$ cat src/rtl/key_pkg.sv
// Shared constants, FSM state encoding and code-to-direction map for the keypad event decoder.
package key_pkg;

  localparam logic [2:0] DIR_NONE  = 3'd0;
  localparam logic [2:0] DIR_UP    = 3'd1;
  localparam logic [2:0] DIR_DOWN  = 3'd2;
  localparam logic [2:0] DIR_LEFT  = 3'd3;
  localparam logic [2:0] DIR_RIGHT = 3'd4;

  localparam logic [3:0] KEY_UP    = 4'h1;
  localparam logic [3:0] KEY_DOWN  = 4'h5;
  localparam logic [3:0] KEY_LEFT  = 4'h4;
  localparam logic [3:0] KEY_RIGHT = 4'h6;

  // Event word layout: {code[3:0], dir[2:0]}
  localparam int unsigned EV_W = 7;

  typedef enum logic [1:0] {
    IDLE,
    DEBOUNCE,
    HELD,
    RELEASE_WAIT
  } key_state_t;

  function automatic logic [2:0] code_to_dir(input logic [3:0] code);
    logic [2:0] dir;
    dir = DIR_NONE;
    case (code)
      KEY_UP:    dir = DIR_UP;
      KEY_DOWN:  dir = DIR_DOWN;
      KEY_LEFT:  dir = DIR_LEFT;
      KEY_RIGHT: dir = DIR_RIGHT;
      default:   dir = DIR_NONE;
    endcase
    return dir;
  endfunction

endpackage

$ cat src/rtl/key_event_fifo.sv
// First-word fall-through event FIFO; head reads as zero while empty.
module key_event_fifo
  import key_pkg::*;
#(
  parameter int unsigned FIFO_DEPTH = 4,
  parameter int unsigned W          = EV_W
) (
  input  logic         CLK,
  input  logic         ASYNC_RST_L,
  input  logic         push,
  input  logic [W-1:0] din,
  input  logic         pop,
  output logic [W-1:0] dout,
  output logic         full,
  output logic         empty
);

  localparam int unsigned AW = $clog2(FIFO_DEPTH);
  localparam int unsigned CW = $clog2(FIFO_DEPTH + 1);

  logic [W-1:0]  mem [FIFO_DEPTH];
  logic [AW-1:0] wr_ptr;
  logic [AW-1:0] rd_ptr;
  logic [CW-1:0] count;
  logic          do_push;
  logic          do_pop;

  assign empty   = (count == '0);
  assign full    = (count == CW'(FIFO_DEPTH));
  assign do_pop  = pop & ~empty;
  // A push into a full FIFO is still taken when the head leaves in the same cycle.
  assign do_push = push & (~full | do_pop);
  assign dout    = empty ? '0 : mem[rd_ptr];

  always_ff @(posedge CLK or negedge ASYNC_RST_L) begin
    if (!ASYNC_RST_L) begin
      wr_ptr <= '0;
      rd_ptr <= '0;
      count  <= '0;
    end else begin
      if (do_push) wr_ptr <= wr_ptr + AW'(1);
      if (do_pop)  rd_ptr <= rd_ptr + AW'(1);
      if (do_push && !do_pop)      count <= count + CW'(1);
      else if (do_pop && !do_push) count <= count - CW'(1);
    end
  end

  always_ff @(posedge CLK) begin
    if (do_push) mem[wr_ptr] <= din;
  end

endmodule

$ cat src/rtl/key_event_decoder.sv
// Debounces keypad scanner output into press events queued toward the game controller.
// Optional auto-repeat while a key is held: define KEY_AUTOREPEAT_EN.
module key_event_decoder
  import key_pkg::*;
#(
  parameter int unsigned DEB_CYCLES    = 16,
  parameter int unsigned REL_CYCLES    = 16,
  parameter int unsigned FIFO_DEPTH    = 4,
  parameter int unsigned REPEAT_DELAY  = 512,
  parameter int unsigned REPEAT_PERIOD = 128
) (
  input  logic       CLK,
  input  logic       ASYNC_RST_L,
  input  logic       DET,
  input  logic [3:0] CODE,
  output logic       EV_VALID,
  input  logic       EV_READY,
  output logic [3:0] EV_CODE,
  output logic [2:0] EV_DIR,
  output logic       KEY_HELD,
  output logic [3:0] HELD_CODE,
  output logic       OVF,
  input  logic       OVF_CLR
);

  localparam int unsigned CNT_MAX = (DEB_CYCLES > REL_CYCLES) ? DEB_CYCLES : REL_CYCLES;
  localparam int unsigned CW      = $clog2(CNT_MAX);

  if (DEB_CYCLES < 2 || REL_CYCLES < 4 || REPEAT_DELAY < 1 || REPEAT_PERIOD < 1) begin : g_bad_cfg
    $error("key_event_decoder: invalid timing parameters");
  end

  key_state_t    state, state_d;
  logic [3:0]    cand, cand_d;
  logic [CW-1:0] cnt, cnt_d, cnt_inc;
  logic          key_held_d;
  logic [3:0]    held_code_d;
  logic          deb_push;
  logic          rep_fire;
  logic          push;
  logic [3:0]    push_code;
  logic          fifo_full, fifo_empty;
  logic          drop;
  logic [EV_W-1:0] head;

  assign cnt_inc = (cnt == '1) ? cnt : cnt + CW'(1);

  always_comb begin
    state_d     = state;
    cand_d      = cand;
    cnt_d       = cnt;
    key_held_d  = KEY_HELD;
    held_code_d = HELD_CODE;
    deb_push    = 1'b0;
    case (state)
      IDLE: begin
        if (DET) begin
          state_d = DEBOUNCE;
          cand_d  = CODE;
          cnt_d   = CW'(1);
        end
      end
      DEBOUNCE: begin
        if (!DET) begin
          state_d = IDLE;
          cnt_d   = '0;
        end else if (CODE != cand) begin
          cand_d = CODE;
          cnt_d  = CW'(1);
        end else if (cnt == CW'(DEB_CYCLES - 1)) begin
          state_d     = HELD;
          deb_push    = 1'b1;
          key_held_d  = 1'b1;
          held_code_d = cand;
        end else begin
          cnt_d = cnt_inc;
        end
      end
      HELD: begin
        if (!DET) begin
          state_d = RELEASE_WAIT;
          cnt_d   = CW'(1);
        end
      end
      RELEASE_WAIT: begin
        if (DET) begin
          state_d = HELD;
        end else if (cnt == CW'(REL_CYCLES - 1)) begin
          state_d    = IDLE;
          key_held_d = 1'b0;
          cnt_d      = '0;
        end else begin
          cnt_d = cnt_inc;
        end
      end
      default: state_d = IDLE;
    endcase
  end

  always_ff @(posedge CLK or negedge ASYNC_RST_L) begin
    if (!ASYNC_RST_L) begin
      state     <= IDLE;
      cand      <= '0;
      cnt       <= '0;
      KEY_HELD  <= 1'b0;
      HELD_CODE <= '0;
    end else begin
      state     <= state_d;
      cand      <= cand_d;
      cnt       <= cnt_d;
      KEY_HELD  <= key_held_d;
      HELD_CODE <= held_code_d;
    end
  end

`ifdef KEY_AUTOREPEAT_EN
  localparam int unsigned REP_MAX = (REPEAT_DELAY > REPEAT_PERIOD) ? REPEAT_DELAY : REPEAT_PERIOD;
  localparam int unsigned RW      = (REP_MAX > 1) ? $clog2(REP_MAX) : 1;

  logic [RW-1:0] rep_cnt;
  logic          rep_armed;

  // First repeat waits REPEAT_DELAY, later ones REPEAT_PERIOD; release bounce only pauses the count.
  assign rep_fire = (state == HELD) &&
                    (rep_armed ? (rep_cnt == RW'(REPEAT_PERIOD - 1))
                               : (rep_cnt == RW'(REPEAT_DELAY - 1)));

  always_ff @(posedge CLK or negedge ASYNC_RST_L) begin
    if (!ASYNC_RST_L) begin
      rep_cnt   <= '0;
      rep_armed <= 1'b0;
    end else if (state == IDLE || state == DEBOUNCE) begin
      rep_cnt   <= '0;
      rep_armed <= 1'b0;
    end else if (state == HELD) begin
      if (rep_fire) begin
        rep_cnt   <= '0;
        rep_armed <= 1'b1;
      end else if (rep_cnt != '1) begin
        rep_cnt <= rep_cnt + RW'(1);
      end
    end
  end
`else
  assign rep_fire = 1'b0;
`endif

  assign push      = deb_push | rep_fire;
  assign push_code = deb_push ? cand : HELD_CODE;
  assign drop      = push & fifo_full & ~EV_READY;

  key_event_fifo #(
    .FIFO_DEPTH (FIFO_DEPTH),
    .W          (EV_W)
  ) u_fifo (
    .CLK         (CLK),
    .ASYNC_RST_L (ASYNC_RST_L),
    .push        (push),
    .din         ({push_code, code_to_dir(push_code)}),
    .pop         (EV_READY),
    .dout        (head),
    .full        (fifo_full),
    .empty       (fifo_empty)
  );

  assign EV_VALID = ~fifo_empty;
  assign EV_CODE  = head[6:3];
  assign EV_DIR   = head[2:0];

  always_ff @(posedge CLK or negedge ASYNC_RST_L) begin
    if (!ASYNC_RST_L)  OVF <= 1'b0;
    else if (drop)     OVF <= 1'b1;
    else if (OVF_CLR)  OVF <= 1'b0;
  end

endmodule
$ cat config.mk
export PLATFORM = sky130hd
export DESIGN_NAME = key_event_decoder
export DESIGN_NICKNAME = d
export VERILOG_FILES = /design/src/rtl/key_pkg.sv /design/src/rtl/key_event_fifo.sv /design/src/rtl/key_event_decoder.sv
export SDC_FILE = /design/constraint.sdc
export NUM_CORES = 1
export LEC_CHECK = 0
export BUFFER_PORTS_ARGS = -buffer_cell sky130_fd_sc_hd__buf_2
export CORE_MARGIN = 4
export CORE_UTILIZATION = 58
export DETAILED_ROUTE_END_ITERATION = 12
export MAX_ROUTING_LAYER = met4
export PLACE_DENSITY = 0.87
export SETUP_SLACK_MARGIN = 0.2
export SYNTH_ARGS = -nofsm -noshare
export SYNTH_HDL_FRONTEND = slang
export SYNTH_SLANG_ARGS = --single-unit
export TNS_END_PERCENT = 20
$ cat constraint.sdc
create_clock -name CLK -period 3.3 [get_ports CLK]
set_input_delay 0.495 -clock CLK [delete_from_list [all_inputs] [get_ports CLK]]
set_output_delay 0.495 -clock CLK [all_outputs]
set_load 0.03 [all_outputs]
==> results of run 1 <==
## through the flow
step	setup slack [ps]	instance area (um2)	cells	hold slack, ps
after detailed placement	506	2560	241	500
after global routing	299	2650	249	193
after floorplan	642	2400	172	199
after global placement	667	2560	241	466
after CTS	476	2650	249	168
final	441	2650	249	152
## placed cells by master (no fill, tap or decap), drive strengths merged, types with 3 or more instances in the layout
cell / netlist / layout
o22ai: 3 / 3
xnor2: 4 / 4
ha: 6 / 6
nand3: 3 / 3
and2: 12 / 12
edfxtp: 28 / 28
mux2i: 3 / 3
a21oi: 4 / 4
and3: 3 / 3
nor2: 7 / 7
o21ai: 4 / 4
buf: 2 / 24
xor2: 8 / 8
mux4: 7 / 7
clkbuf: 3 / 5
inv: 12 / 12
mux2: 9 / 9
dfrtp: 23 / 23
nand2: 13 / 13
## cell usage after synthesis (all sizes together) (3+ instances only)
cell,number,area (um2)
mux2,9,105
xor2,8,70.1
ha,6,75.1
a21oi,4,20.0
xnor2,4,35.0
mux4,7,158
edfxtp,28,841
clkbuf,3,11.3
dfrtp,23,576
inv,12,45.0
and2,12,76.3
nand3,3,27.5
nand2,13,48.8
o21ai,4,20.0
and3,3,18.8
mux2i,3,30.0
o22ai,3,18.8
nor2,7,26.3
## state kept, by name, summed over array words and instances (netlist names), named ones only
| name | count |
|---|---|
| state | 1 |
| u_fifo.mem | 28 |
| HELD_CODE | 4 |
| u_fifo.rd_ptr | 2 |
| KEY_HELD | 1 |
| u_fifo.wr_ptr | 2 |
| cand | 4 |
| u_fifo.count | 3 |
| OVF | 1 |
| cnt | 4 |
## per-layer routing
metal,global-route usage (%),vias to the layer above
li1,-,674
met1,22.3,688
met2,31.4,61
met3,3.74,8
met4,6.47,0
met5,-,-
## power breakdown
group,internal (mW),switching (mW),total [mW]
clock,0.148,0.201,0.349
sequential,0.674,0.0111,0.685
combinational,0.0217,0.0363,0.0581
## critical path, stage by stage (launching register included)
cell and delay (ps):
dfrtp_1 440, ha_1 250, nand3_1 170, nor2_1 330, and2_2 230, and3_1 290
ha_1 230, inv_1 60, fa_1 370, xor2_1 150, nor2_1 110, xor2_1 160
## final cells by class
type                            count  area share [%]
Clock buffer                        5            2.60
Clock inverter                      3           0.757
Inverter                           12            1.70
Multi-Input combinational cell    104            34.3
Sequential cell                    51            53.5
Tap cell                           50            2.37
Timing Repair Buffer               24            4.73
## worst min-delay path by stage
stage	from	to	slack [ps]	cells past startpoint
CTS	ASYNC_RST_L	u_fifo.wr_ptr[0]$_DFFE_PN0P_	170	1
global placement	u_fifo.count[2]$_DFFE_PN0P_	u_fifo.count[2]$_DFFE_PN0P_	470	1
global route	ASYNC_RST_L	cnt[1]$_DFFE_PN0P_	190	1
detailed placement	ASYNC_RST_L	cnt[1]$_DFFE_PN0P_	500	1
finish	ASYNC_RST_L	cnt[1]$_DFFE_PN0P_	150	1
floorplan	ASYNC_RST_L	HELD_CODE[0]$_DFFE_PN0P_	200	0
## kinds of logic after synthesis
family,count (synthesis),synth area share [%]
adder cells (fa/ha/maj),7,3.97
multiplexers,19,12.2
buffers and inverters,17,3.03
AO/OA/AOI/OAI,19,5.12
AND/OR/NAND/NOR,47,12.2
flip-flops,51,59.1
XOR/XNOR,12,4.39
==> results by group, run 1 <==
Global routing
  • Total grt overflow: 0
  • Number of global-route vias before repair: 1513
  • Total track usage: between 10% and 20%
  • Global-route wire length before repair: approximately 7.2 mm
  • Largest net degree at the start of global routing: 24
  • Initial antenna violation count: 0

Routing
  • DR vias: 1431
  • DRC violations left: 0
  • Via/cell ratio: about 5.7
  • DRT Pass-1 Iters: 4
  • Met2 wire len: between 2 and 2.5 mm
  • Top Layer Used: met4
  • Met3 routed WL: ~210 um
  • Wl on met1: ~1.7 mm
  • Post-route ant nets: 0
  • Final WL: roughly 4.2 mm
  • 1st-iter DRT viols: between 100 and 150
  • WL/cell: around 17 um

Timing
  • RSZ-0062 raised after global routing: false
  • Period utilization: 86.6%
  • Worst-margin pin slew: 545 ps
  • Endpoints failing setup: 0
  • Fmax: roughly 0.35 GHz
  • Clock Skews: roughly 4.3 ps
  • Hold Vio Cnt, Final: 0
  • Tmin final: 2860 ps
  • Slew Viols, Final: 0
  • Relative slew slack: around 63%
  • Setup TNS: 0 ps

Worst setup path
  • Flop2flop setup slack: about 440 ps
  • Beginning of the critical path: cnt[0]$_DFFE_PN0P_
  • Worst Setup EP: u_fifo.count[2]$_DFFE_PN0P_
  • Crit Path Max Fanout: 7
  • Setup crit start kind: register
  • Worst R2R Path Depth: 11
  • Endpoint class of the critical path: register
  • Required @ worst endpoint: roughly 3500 ps
  • Critical path class: reg -> reg
  • RR Endpoint: u_fifo.count[2]$_DFFE_PN0P_
  • RR Startpoint: cnt[0]$_DFFE_PN0P_
  • WP data arrival: 3080 ps

Final layout
  • Ratio of cells with drive above 1 in the final layout: 27.1%
  • Final Core Density: ~66%
  • Register area: between 0.001 and 0.0015 mm2
  • Filler Cells Inserted: 295
  • Diode count: 0
  • Area Growth Syn to Fin: 10.4%
  • Multi-input logic area: roughly 910 um2
  • Final #Nets: between 200 and 250

Power
  • Total power draw: roughly 1.1 mW
  • Cell Pwr Density: between 400 and 500 mW/mm2
  • Worst vdd ir: 0.234 mV
  • Pleak: about 1.1 nW

Synthesis
  • Seq/Total Area, Yosys: between 50% and 60%
  • Syn Nets: 188
  • Number of synthesized flops with an enable pin: 28
  • Number of distinct library cells after synthesis: 38
  • Mapped Avg Cell Area: about 14 um2
  • Top FF cell, synth: edfxtp_1
  • Gate Count Post-Synth: between 150 and 200
  • Mapped cell area: 0.00240 mm2
  • Synth warnings: 0
  • Post-synth ARST share: a little under half
  • Number of synthesized register bits: 51

Clocking
  • Clk sink count: between 50 and 60
  • Clock Latency Late Sink: ~300 ps
  • CTS tree: done
  • Hold_buf cts: 0
  • Post-CTS Resized: 0
  • Clock slew at reported path FFs: 90 ps
  • Clk buf depth: 2
  • H-tree depth: 2
  • Root Buffer: clkbuf_8
  • Total CTS buffers: 5
  • Setup repair bufs after CTS: 0

Placement
  • PortBufs: 22
  • Routability Congestion: ~0.94
  • Detail Placement HPWL: slightly above 3 mm

Min path
  • Hold crit path type: in -> async

Die
  • Boundary Pins: 23
  • Initial core utilization: approximately 60%
  • # rows: 23
  • Die Width: between 70 and 80 um
  • Vert. Die Dim: 72.3 um
  • Die area: 0.00522 mm2
  • Core area: around 0.0040 mm2

Job
  • Max cap viols: 0

Outcome
  • Status: finished clean
Power figures use the tool's default switching activity.
==> run 2: changes to the inputs <==
--- a/config.mk
+++ b/config.mk
@@ -5,12 +5,14 @@
 export SDC_FILE = /design/constraint.sdc
 export NUM_CORES = 1
 export LEC_CHECK = 0
-export BUFFER_PORTS_ARGS = -buffer_cell sky130_fd_sc_hd__buf_2
 export CORE_MARGIN = 4
-export CORE_UTILIZATION = 58
+export CORE_UTILIZATION = 60
+export CTS_BUF_LIST = sky130_fd_sc_hd__clkbuf_8
+export CTS_CLUSTER_SIZE = 40
 export DETAILED_ROUTE_END_ITERATION = 12
+export DONT_BUFFER_PORTS = 1
 export MAX_ROUTING_LAYER = met4
-export PLACE_DENSITY = 0.87
+export PLACE_DENSITY = 0.85
 export SETUP_SLACK_MARGIN = 0.2
 export SYNTH_ARGS = -nofsm -noshare
 export SYNTH_HDL_FRONTEND = slang
==> run 2 against run 1 <==
Effect of this change:
- critical path type unchanged
- largest cell class unchanged
- non-clock buffer count is 22 lower
- routed wire length down 4.3%
- clock skew grew 2.8 ps
==> results by group, run 2 (synthesized netlist as in run 1, its figures left out) <==
Outcome
  • Status: finished clean

Power
  • Worst vdd ir: 0.415 mV (+77%)
  • Power share of the clock group: 37.2% (+5.3 points)
  • Pleak: 0.994 nW (-8.4%)
  • Psw: 0.250 mW (+0.40%)
  • Cell Int Power: 0.918 mW (+8.8%)
  • Sw frac: 21.4% (-1.4 points)
  • Cell Pwr Density: 456 mW/mm2 (+11%)
  • Seq pwr share: 58.8% (-3.9 points)
  • Comb pwr share: 4.0% (-1.3 points)

Job
  • Max cap viols: 0 (unchanged)

Min path
  • Hold Startpoint: DET
  • Hold worst-path end: cnt[0]$_DFFE_PN0P_
  • Hold path cells: 1
  • Hold crit path type: in -> reg

Die
  • Initial core utilization: 63.5% (+3.6 points)
  • Boundary Pins: 23 (unchanged)
  • Vert. Die Dim: 71.2 um (-1.5%)
  • Die Width: 71.2 um (-1.5%)
  • Core area: 0.00377 mm2 (-5.7%)
  • Die area: 0.00507 mm2 (-3.0%)
  • # rows: 22 (-4.3%)

Global routing
  • Initial antenna violation count: 0 (unchanged)
  • Global-route wire length before repair: 6.78 mm (-5.3%)
  • Total grt overflow: 0 (unchanged)
  • Largest net degree at the start of global routing: 24 (unchanged)
  • Total track usage: 18.2% (-0.40 points)
  • Number of global-route vias before repair: 1372 (-9.3%)

Worst setup path
  • Crit Path Max Fanout: 7 (unchanged)
  • Flop2flop setup slack: 520 ps (+80 ps)
  • RR Startpoint: cand[0]$_DFFE_PN0P_
  • Critical path class: reg -> reg
  • Setup crit start kind: register
  • Required @ worst endpoint: 3530 ps (about the same)
  • Endpoint class of the critical path: register
  • WP data arrival: 3010 ps (-70 ps)
  • RR Endpoint: u_fifo.count[2]$_DFFE_PN0P_
  • Worst R2R Path Depth: 10 (-1)

Timing
  • Hold Vio Cnt, Final: 0 (unchanged)
  • Slew Viols, Final: 0 (unchanged)
  • Clock Skews: 7.11 ps (+2.85 ps)
  • Fmax: 0.360 GHz (+2.8%)
  • Endpoints failing setup: 0 (unchanged)
  • Period utilization: 84.3% (-2.3 points)
  • RSZ-0062 raised after global routing: false
  • Tmin final: 2780 ps (-77.2 ps)
  • Minimum hold slack: 293 ps (+140 ps)
  • Worst-margin pin slew: 1020 ps (+475 ps)
  • Relative slew slack: 31.8% (-31 points)
  • Setup TNS: 0 ps (unchanged)

Final layout
  • Final #Nets: 192 (-10%)
  • Max reg flops: 28 (unchanged)
  • Multi-input logic area: 907 um2 (unchanged)
  • Area Growth Syn to Fin: 6.74%
  • Diode count: 0 (unchanged)
  • Commonest non-fill, non-tap cell in the layout: edfxtp_1
  • Commonest non-fill, non-tap cells in the layout: edfxtp_1 (28), dfrtp_1 (23), inv_1 (13), nand2_1 (13), and2_1 (11)
  • Filler Cells Inserted: 254 (-14%)
  • Top reg by flops: u_fifo.mem
  • Ratio of cells with drive above 1 in the final layout: 16.9% (-10 points)
  • Register area: 0.00142 mm2 (unchanged)

Clocking
  • Total CTS buffers: 5 (unchanged)
  • CTS tree: done
  • Clock Latency Late Sink: 300 ps (about the same)
  • Root Buffer: clkbuf_8
  • H-tree depth: 2 (unchanged)
  • Clock slew at reported path FFs: 90 ps (about the same)
  • Setup repair bufs after CTS: 0 (unchanged)
  • Clk buf depth: 2 (unchanged)
  • Clk sink count: 51 (unchanged)

Placement
  • PortBufs: 0 (-100%)
  • Routability Congestion: 0.938 (-0.14%)
  • Detail Placement HPWL: 2.93 mm (-4.4%)

Routing
  • Via/cell ratio: 6.07 (+5.6%)
  • Post-route ant nets: 0 (unchanged)
  • DRC violations left: 0 (unchanged)
  • WL/cell: 17.8 um (+5.9%)
  • Final WL: 3.99 mm (-4.3%)
  • 1st-iter DRT viols: 56 (-53%)
  • DRT Pass-1 Iters: 4 (unchanged)
  • DR vias: 1365 (-4.6%)
## run 2: changes by cell type in the layout (fill, tap and decap cells not counted), sizes merged
| cell | before | now |
|---|---|---|
| bufinv | 0 | 1 |
| inv | 12 | 14 |
| buf | 24 | 1 |
| clkinvlp | 2 | 0 |
| clkinv | 1 | 0 |
| dlygate4sd3 | 0 | 1 |
## run 2: worst max-delay path, stage by stage (launching register included)
cell and delay [ps]:
dfrtp_1 450, xor2_1 190, nor4_4 480, and2_2 260, and3_1 280, ha_1 220, inv_1 60, fa_1 370
xor2_1 150, nor2_1 110, xor2_1 140
## run 2: layout make-up
class	instances	area share (%)
sequential	51	55.4
timing repair buffer	2	0.685
clock buffer	5	2.69
clock inverter	3	1.66
multi-input combinational	104	35.5
tap	48	2.35
inverter	12	1.76
## run 2: metal layers
metal	wire, um	up-vias	global-route usage, %	part of all wire [%]
met4	65	0	6.89	1.6
met3	217	6	3.98	5.4
met2	2080	37	30.2	52
met1	1630	695	21.8	41
li1	-	627	-	-
met5	0	-	-	0
## run 2: power groups by stage
stage	Sequential, mW	Clock [mW]	Combinational, mW
floorplan	0.697	0	0.0336
global placement	0.699	0	0.0382
detailed placement	0.701	0	0.0404
CTS	0.687	0.436	0.0469
global route	0.689	0.466	0.0524
finish	0.687	0.434	0.0464
## run 2: through the flow
step	worst slack, ps	cell area [um2]	util (%)	power (mW)	std cells
finish	519	2560	67.8	1.17	225
global route	280	2560	67.8	1.21	225
CTS	509	2560	67.8	1.17	225
detailed placement	471	2440	64.6	0.741	216
global placement	552	2440	64.6	0.738	216
floorplan	642	2400	-	0.731	172
## run 2: how the worst max path moves through the flow
| stage | from | to | cells after the start |
|---|---|---|---|
| 6_report | cand[0]$_DFFE_PN0P_ | u_fifo.count[2]$_DFFE_PN0P_ | 10 |
| 5_1_grt | cnt[0]$_DFFE_PN0P_ | u_fifo.count[2]$_DFFE_PN0P_ | 11 |
| 4_1_cts | cand[0]$_DFFE_PN0P_ | u_fifo.count[2]$_DFFE_PN0P_ | 10 |
| 3_5_place_dp | CODE[1] | u_fifo.count[2]$_DFFE_PN0P_ | 10 |
| 3_3_place_gp | CODE[1] | u_fifo.count[2]$_DFFE_PN0P_ | 10 |
| 2_1_floorplan | CODE[1] | u_fifo.count[2]$_DFFE_PN0P_ | 11 |
## run 2: timing repair
action	in CTS	in global routing
endpoints found under the hold margin	23	0
hold buffers	1	0
resized for setup	0	0
==> run 3: changes to the inputs <==
==> constraint.sdc (replaced) <==
create_clock -name CLK -period 2.6 [get_ports CLK]
set_input_delay 0.39 -clock CLK [delete_from_list [all_inputs] [get_ports CLK]]
set_output_delay 0.39 -clock CLK [all_outputs]
set_load 0.03 [all_outputs]
==> run 3 against run 2 <==
Effect of this change:
- clock skew is essentially flat
- count of clock-buffer cells in the layout is the same
- design area grew 5.6%
- clock power grew 24%
- fmax grew 20%
- worst setup slack lost 230 ps
- critical path type unchanged
- highest routed layer unchanged
==> results by group, run 3 (synthesized netlist as in run 1, its figures left out) <==
Routing
  • DRC violations left: 0 (unchanged)
  • DR vias: 1404 (+2.9%)
  • WL/cell: 18.1 um (+1.9%)
  • Final WL: 4.31 mm (+7.8%)
  • Post-route ant nets: 0 (unchanged)
  • 1st-iter DRT viols: 118 (+110%)
  • DRT Pass-1 Iters: 4 (unchanged)
  • Via/cell ratio: 5.90 (-2.8%)

Timing
  • Relative slew slack: 32.3% (+0.57 points)
  • RSZ-0062 raised after global routing: true
  • Slew Viols, Final: 0 (unchanged)
  • Setup TNS: 0 ps (unchanged)
  • Hold Vio Cnt, Final: 0 (unchanged)
  • Clock Skews: 7.58 ps (+0.469 ps)
  • Tmin final: 2310 ps (-470 ps)
  • Worst-margin pin slew: 1010 ps (-8.45 ps)
  • Period utilization: 88.9% (+4.6 points)
  • Fmax: 0.433 GHz (+20%)
  • Minimum hold slack: 195 ps (-97.2 ps)
  • Endpoints failing setup: 0 (unchanged)

Worst setup path
  • Setup crit start kind: register
  • WP data arrival: 2540 ps (-470 ps)
  • Critical path class: reg -> reg
  • Worst R2R Path Depth: 10 (unchanged)
  • Required @ worst endpoint: 2830 ps (-700 ps)
  • Beginning of the critical path: cand[0]$_DFFE_PN0P_
  • Endpoint class of the critical path: register
  • RR Startpoint: cand[0]$_DFFE_PN0P_
  • Crit Path Max Fanout: 4 (-3)

Power
  • Comb pwr share: 5.2% (+1.2 points)
  • Power share of the clock group: 36.2% (-1.0 points)
  • Seq pwr share: 58.6% (-0.2 points)
  • Sw frac: 20.8% (-0.56 points)
  • Cell Pwr Density: 550 mW/mm2 (+20%)
  • Psw: 0.309 mW (+24%)
  • Worst vdd ir: 0.442 mV (+6.7%)
  • Pleak: 1.06 nW (+6.4%)
  • Cell Int Power: 1.18 mW (+28%)

Final layout
  • Final #Nets: 205 (+6.8%)
  • Top reg by flops: u_fifo.mem
  • Max reg flops: 28 (unchanged)
  • Commonest non-fill, non-tap cell in the layout: edfxtp_1
  • Ratio of cells with drive above 1 in the final layout: 27.9% (+11 points)
  • Diode count: 0 (unchanged)
  • Area Growth Syn to Fin: 12.7%
  • Commonest non-fill, non-tap cells in the layout: edfxtp_1 (28), dfrtp_1 (21), buf_4 (14), nand2_1 (13), inv_1 (12)

Global routing
  • Total grt overflow: 0 (unchanged)
  • Initial antenna violation count: 0 (unchanged)
  • Global-route wire length before repair: 6.81 mm (+0.52%)
  • Largest net degree at the start of global routing: 24 (unchanged)
  • Total track usage: 18.0% (-0.22 points)
  • Number of global-route vias before repair: 1406 (+2.5%)

Clocking
  • Clk buf depth: 2 (unchanged)
  • Clock Latency Late Sink: 300 ps (about the same)
  • H-tree depth: 2 (unchanged)
  • Clock slew at reported path FFs: 90 ps (about the same)
  • Clk sink count: 51 (unchanged)
  • CTS tree: done
  • Total CTS buffers: 5 (unchanged)
  • Root Buffer: clkbuf_8

Die
  • Core area: 0.00377 mm2 (unchanged)
  • # rows: 22 (unchanged)
  • Die Width: 71.2 um (unchanged)
  • Initial core utilization: 63.5% (unchanged)
  • Die area: 0.00507 mm2 (unchanged)
  • Boundary Pins: 23 (unchanged)
  • Vert. Die Dim: 71.2 um (unchanged)

Outcome
  • Status: finished clean

Placement
  • PortBufs: 0 (unchanged)
  • Detail Placement HPWL: 2.94 mm (+0.51%)
  • Routability Congestion: 0.840 (-10%)

Min path
  • Hold crit path type: in -> reg
  • Hold path cells: 1 (unchanged)
  • Hold Startpoint: OVF_CLR

Job
  • Max cap viols: 0 (unchanged)
run 3: cell count changes in the layout (fill, tap and decap cells not counted), moves of 2 or more:
cell,previous run,this run
ha_1,6,4
dfrtp_1,23,21
buf_4,1,14
dfrtp_2,0,2
run 3: critical path, stage by stage, from the launching register on:
cell	delay (ps)
dfrtp_2	450
xor2_2	170
nor4_4	300
and2_4	190
and3_4	200
ha_4	130
inv_1	50
fa_2	330
xor2_1	150
nor2_1	120
xor2_1	150
run 3: routing by layer:
metal / up-vias / track usage (%) / share of wire [%]
met1: 694 / 20.9 / 39
met2: 43 / 30.8 / 54
met5: - / - / 0
met3: 11 / 4.26 / 5.1
met4: 0 / 5.85 / 1.6
li1: 656 / - / -
run 3: area by class of cell:
cell class                 count  area (um2)
timing repair buffer          15         115
sequential                    51        1420
clock inverter                 3        43.8
fill                         236        1070
inverter                      12        45.0
clock buffer                   5        68.8
tap                           48        60.1
multi-input combinational    104         950
run 3: per-stage QoR:
step                      area (um2)  utilization (%)  instances  power (mW)  setup slack [ps]
after floorplan                 2420                -        172       0.928               152
after global placement          2480             65.8        219       0.938               259
after detailed placement        2480             65.8        219       0.942               158
after CTS                       2620             69.4        230        1.48               216
after global routing            2700             71.6        238        1.55               176
final                           2700             71.6        238        1.49               289
run 3: timing repair:
action	CTS	global route
setup endpoints to repair	1	14
hold endpoints to repair	23	0
setup buffers	2	8
resized for setup	0	7
pin swaps	0	3
hold buffers	1	0
run 3: final timing paths:
kind / end / slack [ps]
max in group asynchronous: cand[2]$_DFFE_PN0P_ / 1210
min in group asynchronous: cnt[1]$_DFFE_PN0P_ / 700
worst max-delay path: u_fifo.count[2]$_DFFE_PN0P_ / 290
worst min-delay path: OVF$_DFFE_PN0P_ / 200
worst min register to register: u_fifo.count[2]$_DFFE_PN0P_ / 500
worst max register to register: u_fifo.count[2]$_DFFE_PN0P_ / 290
run 3: power by group through the flow:
stage	Clock (mW)	Combinational, mW	Sequential [mW]
after floorplan	0	0.0428	0.885
after global placement	0	0.0499	0.888
after detailed placement	0	0.0532	0.889
after CTS	0.547	0.0616	0.871
after global routing	0.596	0.0850	0.873
final	0.538	0.0773	0.871
